===== src/rtl/router_fifo.sv =====
// Per-destination output buffer of the 1x3 router: stores {header marker, byte} and tracks packet length.
// Latency: 1 cycle from an accepted read to data_out; a written byte becomes readable at the next edge.
// Backpressure: full/empty come from the pointer registers only; writes while full and reads while empty are dropped.
//
// Ports: clock, resetn (async, active low), soft_reset (sync clear), write_enb/lfd_state/data_in (write side),
//        read_enb/data_out (read side), full/empty (occupancy flags), packet_done (parity byte on data_out),
//        ovf_err (sticky misuse flag, present only when ROUTER_FIFO_OVF_ERR_EN is defined).
module router_fifo #(
    parameter int DEPTH = 16,
    parameter int WIDTH = 8
) (
    input  logic             clock,
    input  logic             resetn,
    input  logic             soft_reset,
    input  logic             write_enb,
    input  logic             lfd_state,
    input  logic [WIDTH-1:0] data_in,
    input  logic             read_enb,
    output logic [WIDTH-1:0] data_out,
    output logic             full,
    output logic             empty,
    output logic             packet_done
`ifdef ROUTER_FIFO_OVF_ERR_EN
    ,
    output logic             ovf_err
`endif
);

    localparam int AW = $clog2(DEPTH);
    localparam logic [AW:0] PTR_ONE = {{AW{1'b0}}, 1'b1};
    localparam logic [AW:0] PTR_FULL_XOR = {1'b1, {AW{1'b0}}};

    logic [WIDTH:0]   mem_q [DEPTH];
    logic [AW:0]      wr_ptr_q, wr_ptr_d;
    logic [AW:0]      rd_ptr_q, rd_ptr_d;
    logic [WIDTH-1:0] dout_q, dout_d;
    logic [5:0]       cnt_q, cnt_d;
    logic             done_q, done_d;
    logic             wr_acc, rd_acc;
    logic [WIDTH:0]   rd_entry;

    // Extra pointer MSB distinguishes full from empty when the index bits match.
    assign empty = (wr_ptr_q == rd_ptr_q);
    assign full  = ((wr_ptr_q ^ rd_ptr_q) == PTR_FULL_XOR);

    // soft_reset wins over any same-cycle access.
    assign wr_acc   = write_enb && !full && !soft_reset;
    assign rd_acc   = read_enb && !empty && !soft_reset;
    assign rd_entry = mem_q[rd_ptr_q[AW-1:0]];

    always_comb begin
        wr_ptr_d = wr_ptr_q;
        rd_ptr_d = rd_ptr_q;
        dout_d   = dout_q;
        cnt_d    = cnt_q;
        done_d   = 1'b0;
        if (soft_reset) begin
            wr_ptr_d = '0;
            rd_ptr_d = '0;
            dout_d   = '0;
            cnt_d    = '0;
        end else begin
            if (wr_acc) begin
                wr_ptr_d = wr_ptr_q + PTR_ONE;
            end
            if (rd_acc) begin
                rd_ptr_d = rd_ptr_q + PTR_ONE;
                dout_d   = rd_entry[WIDTH-1:0];
                if (rd_entry[WIDTH]) begin
                    // Header: payload length from bits 7:2, plus one for the parity byte.
                    // A header arriving mid-packet simply restarts the count.
                    cnt_d = rd_entry[7:2] + 6'd1;
                end else if (cnt_q != 6'd0) begin
                    cnt_d  = cnt_q - 6'd1;
                    // Registered so it lines up with the parity byte appearing on data_out.
                    done_d = (cnt_q == 6'd1);
                end
            end
        end
    end

    always_ff @(posedge clock or negedge resetn) begin
        if (!resetn) begin
            wr_ptr_q <= '0;
            rd_ptr_q <= '0;
            dout_q   <= '0;
            cnt_q    <= '0;
            done_q   <= 1'b0;
        end else begin
            wr_ptr_q <= wr_ptr_d;
            rd_ptr_q <= rd_ptr_d;
            dout_q   <= dout_d;
            cnt_q    <= cnt_d;
            done_q   <= done_d;
        end
    end

    // Storage is intentionally not reset; the pointers define what is valid.
    always_ff @(posedge clock) begin
        if (wr_acc) begin
            mem_q[wr_ptr_q[AW-1:0]] <= {lfd_state, data_in};
        end
    end

    assign data_out    = dout_q;
    assign packet_done = done_q;

`ifdef ROUTER_FIFO_OVF_ERR_EN
    logic ovf_q, ovf_d;

    always_comb begin
        ovf_d = ovf_q;
        if (soft_reset) begin
            ovf_d = 1'b0;
        end else if ((write_enb && full) || (read_enb && empty)) begin
            ovf_d = 1'b1;
        end
    end

    always_ff @(posedge clock or negedge resetn) begin
        if (!resetn) begin
            ovf_q <= 1'b0;
        end else begin
            ovf_q <= ovf_d;
        end
    end

    assign ovf_err = ovf_q;
`endif

endmodule


===== config.mk =====
export PLATFORM = sky130hd
export DESIGN_NAME = router_fifo
export DESIGN_NICKNAME = d
export VERILOG_FILES = /design/src/rtl/router_fifo.sv
export SDC_FILE = /design/constraint.sdc
export NUM_CORES = 1
export LEC_CHECK = 0
export ABC_AREA = 0
export BUFFER_PORTS_ARGS = -buffer_cell sky130_fd_sc_hd__buf_2
export CAP_MARGIN = 5
export CORE_UTILIZATION = 50
export CTS_CLUSTER_DIAMETER = 60
export DETAILED_ROUTE_END_ITERATION = 16
export PLACE_DENSITY = 0.67
export SETUP_SLACK_MARGIN = 0.05
export SLEW_MARGIN = 30
export SYNTH_ARGS = -nofsm -noshare
export SYNTH_HDL_FRONTEND = slang
export SYNTH_SLANG_ARGS = --single-unit
export TNS_END_PERCENT = 20

===== constraint.sdc =====
create_clock -name clock -period 4.1 [get_ports clock]
set_input_delay 0 -clock clock [delete_from_list [all_inputs] [get_ports clock]]
set_output_delay 0 -clock clock [all_outputs]
set_load 0.03 [all_outputs]

==> impl_metrics.env <==
export IMPL_outcome="finished, final reports clean"
export IMPL_finalWorstSetupSlack_ns=1.17
export IMPL_ant_nets=0
export IMPL_synthesis_nets=430
export IMPL_critPathBufInv=1
export IMPL_path_cells="buf_12 -> mux4_2 -> a22o_1 -> a221oi_1 -> nand4_1 -> o31ai_1 -> nand2b_1"
export IMPL_io_buffers=24
export IMPL_die_area_um2=14600
export IMPL_ctsHtreeMaxLevel=4
export IMPL_p_per_area_nw_per_um2=522
export IMPL_synth_area_per_cell_um2=17.3
export IMPL_grt_pass1_vias=3708
export IMPL_finalHoldViolations=0
export IMPL_required_ns=4.46
export IMPL_dr_total_vias=3882
export IMPL_yosys_warnings=0
export IMPL_tritoncts="yes"
export IMPL_synth_cell_types=48
export IMPL_synth_most_common_cell="edfxtp_1"
export IMPL_start_util_pct=52.1
export IMPL_drt_wl_total_mm=14.9
export IMPL_grt_pass1_wl_mm=22.6
export IMPL_hp_class="in2reg"
export IMPL_nNetsFinal=471
export IMPL_place_congestion=0.939
export IMPL_period_minus_slack_ns=2.93
export IMPL_slowest_stage="dfrtp_2"
export IMPL_internal_power_w=0.00310
export IMPL_synthTopCellsByArea="edfxtp_1 (61%), mux4_2 (11%), dfrtp_1 (8.9%)"
export IMPL_r2r_slack_ns=1.17
export IMPL_wl_per_cell_um=23.6
export IMPL_maxSlewHeadroom_pct=48.1
export IMPL_path_max_fanout=23
export IMPL_setup_viol=0
export IMPL_numClockSinks=169
export IMPL_worstSetupPathType="reg2reg"
export IMPL_io_pins=25
export IMPL_drt_iter0_markers=347
export IMPL_power_share_clock_pct=35.8
export IMPL_place_hpwl_mm=9.87
export IMPL_final_setup_tns_ns=0
export IMPL_worstSetupStartpointType="register"
export IMPL_antenna_found_initial=1
export IMPL_vdd_drop_max_mv=0.373
export IMPL_ys_seq_area_share_pct=70.3
export IMPL_grt_max_degree=27
export IMPL_switching_share_pct=25.6
export IMPL_drive_gt1_share_pct=21.9
export IMPL_area_growth_synth_to_final_pct=13.5
export IMPL_row_count=42
export IMPL_power_leakage_nw=2.74
export IMPL_netlist_area_um2=7040
export IMPL_pre_cts_slack_ns=1.19
export IMPL_rsz0062_at_grt="no"
export IMPL_cts_buffers=17
export IMPL_post_place_cells=598
export IMPL_max_freq_mhz=342
export IMPL_grtUsageTotal_pct=22.5
export IMPL_post_cts_resized=0
export IMPL_synth_commonest_cells="edfxtp_1 (144), mux4_2 (35), nand2_1 (28), nor2_1 (26), dfrtp_1 (25)"
export IMPL_cpLargestDelayFamily="compound AO/OA/AOI/OAI gates"
export IMPL_yosys_area_top_type="edfxtp_1"
export IMPL_vias_per_cell=6.12
export IMPL_fin_crit_sh_pct=71.4
export IMPL_drc=0
export IMPL_multiInputGateArea_um2=1980
export IMPL_switching_power_w=0.00107
export IMPL_nFillCells=972
export IMPL_syn_inst=407
export IMPL_synth_edf_count=144
export IMPL_stdcell_count=634
export IMPL_async_reset_ff_share_pct=14.8
export IMPL_regArea_um2=4950
export IMPL_first_pass_iters=5
export IMPL_pwr_share_seq_pct=47.9
export IMPL_post_cts_buffers=0
export IMPL_core_area_um2=13500
export IMPL_clockRootBuffer="clkbuf_16"
export IMPL_ys_seq_elements=169
export IMPL_pwr_share_comb_pct=16.4
export IMPL_clk_pin_slew_ns=0.06
export IMPL_yosys_area_top_type_share_pct=61.5
export IMPL_cts_buffer_depth=2
export IMPL_fin_skew_ns=0.0100
export IMPL_worst_pin_slew_ns=0.775
export IMPL_critPathMaxStageDelay_ns=0.72
export IMPL_grt_ovfl_total=0
export IMPL_die_height_um=121
export IMPL_die_width_um=121
export IMPL_endpoint_kind="register"
export IMPL_slew_viol_final=0
export IMPL_drv_cap=0
export IMPL_arrival_ns=3.29
export IMPL_clk_latency_ns=0.43
export IMPL_synth_ff_type="edfxtp_1"
## metal layers
| metal | routed length [um] | track usage, % | vias up |
|---|---|---|---|
| met3 | 978 | 5.71 | 32 |
| li1 | - | - | 1696 |
| met4 | 422 | 10.3 | 0 |
| met1 | 6590 | 32.5 | 1972 |
| met2 | 6950 | 32.2 | 182 |
| met5 | 0 | 0 | - |
## flip-flops by register name, indices dropped and copies added, names as in the netlist
signal and flops:
mem_q 144, wr_ptr_q 5, data_out 8, cnt_q 6, packet_done 1, rd_ptr_q 5
## power by group through the flow
stage / Clock, W / Combinational, W / Sequential, W
6_report: 0.00149 / 0.000682 / 0.00199
5_1_grt: 0.00158 / 0.000739 / 0.00200
4_1_cts: 0.00151 / 0.000684 / 0.00199
3_5_place_dp: 0 / 0.000676 / 0.00203
3_3_place_gp: 0 / 0.000667 / 0.00203
2_1_floorplan: 0 / 0.000489 / 0.00201
## cells in the final DEF, fill, tap and decap left out, drive strengths merged, types with 7 or more instances in the layout
| master | count |
|---|---|
| dfrtp | 25 |
| and3 | 13 |
| nor3 | 8 |
| xnor2 | 8 |
| nor2 | 26 |
| ha | 9 |
| edfxtp | 144 |
| mux4 | 38 |
| nand2 | 28 |
| xor2 | 9 |
| buf | 32 |
| a21oi | 12 |
| inv | 9 |
| dlygate4sd3 | 7 |
| clkbuf | 20 |
| a22oi | 9 |
## per-stage QoR
| stage | cell area [um^2] | util, % | power [W] | hold WS [ns] |
|---|---|---|---|---|
| after floorplan | 7040 | - | 0.00250 | -0.296 |
| after global placement | 7380 | 54.6 | 0.00269 | 0.0248 |
| after detailed placement | 7380 | 54.6 | 0.00271 | 0.0497 |
| after CTS | 7990 | 59.1 | 0.00419 | 0.00644 |
| after global routing | 7990 | 59.1 | 0.00432 | 0.00346 |
| final | 7990 | 59.1 | 0.00417 | 0.0211 |
## path summary, 6_finish.rpt
| check | from | end | cells after the start |
|---|---|---|---|
| worst min register to register | data_out[7] | data_out[7] | 2 |
| worst min-delay path | data_in[1] | mem_q[14][1] | 1 |
| max in group asynchronous | resetn | rd_ptr_q[0] | 2 |
| worst max register to register | rd_ptr_q[0] | cnt_q[5] | 7 |
| min in group asynchronous | resetn | data_out[6] | 2 |
| worst max-delay path | rd_ptr_q[0] | cnt_q[5] | 7 |
## cell type report
class / count / area share, %
antenna: 1 / 0.0313
inverter: 8 / 0.376
multi-input combinational: 213 / 24.8
timing repair buffer: 39 / 3.29
clock buffer: 20 / 5.47
clock inverter: 8 / 1.27
tap: 176 / 2.76
sequential: 169 / 62.0
## worst reg2reg max path, delay by kind of cell, from the launching register on
| family | cells | cell delay, ns |
|---|---|---|
| DFF | 1 | 0.72 |
| AOI/OAI and AO/OA | 3 | 1.01 |
| buffers and inverters | 1 | 0.29 |
| and+or+nand+nor | 2 | 0.30 |
| muxes | 1 | 0.54 |
## logic make-up after synthesis
family	Yosys count	synth area share, %
XOR/XNOR	17	2.12
adder cells (fa/ha/maj)	9	1.60
AO/OA/AOI/OAI	47	4.66
multiplexers	40	12.6
flip-flops	169	70.3
buffers and inverters	25	1.56
AND/OR/NAND/NOR	100	7.08
## what timing repair did
item                                   in CTS  in global routing
setup endpoints to repair                   0                  0
hold buffers                                7                  0
endpoints found under the hold margin     109                  0
Note: power is estimated with default switching activity, not from simulation.
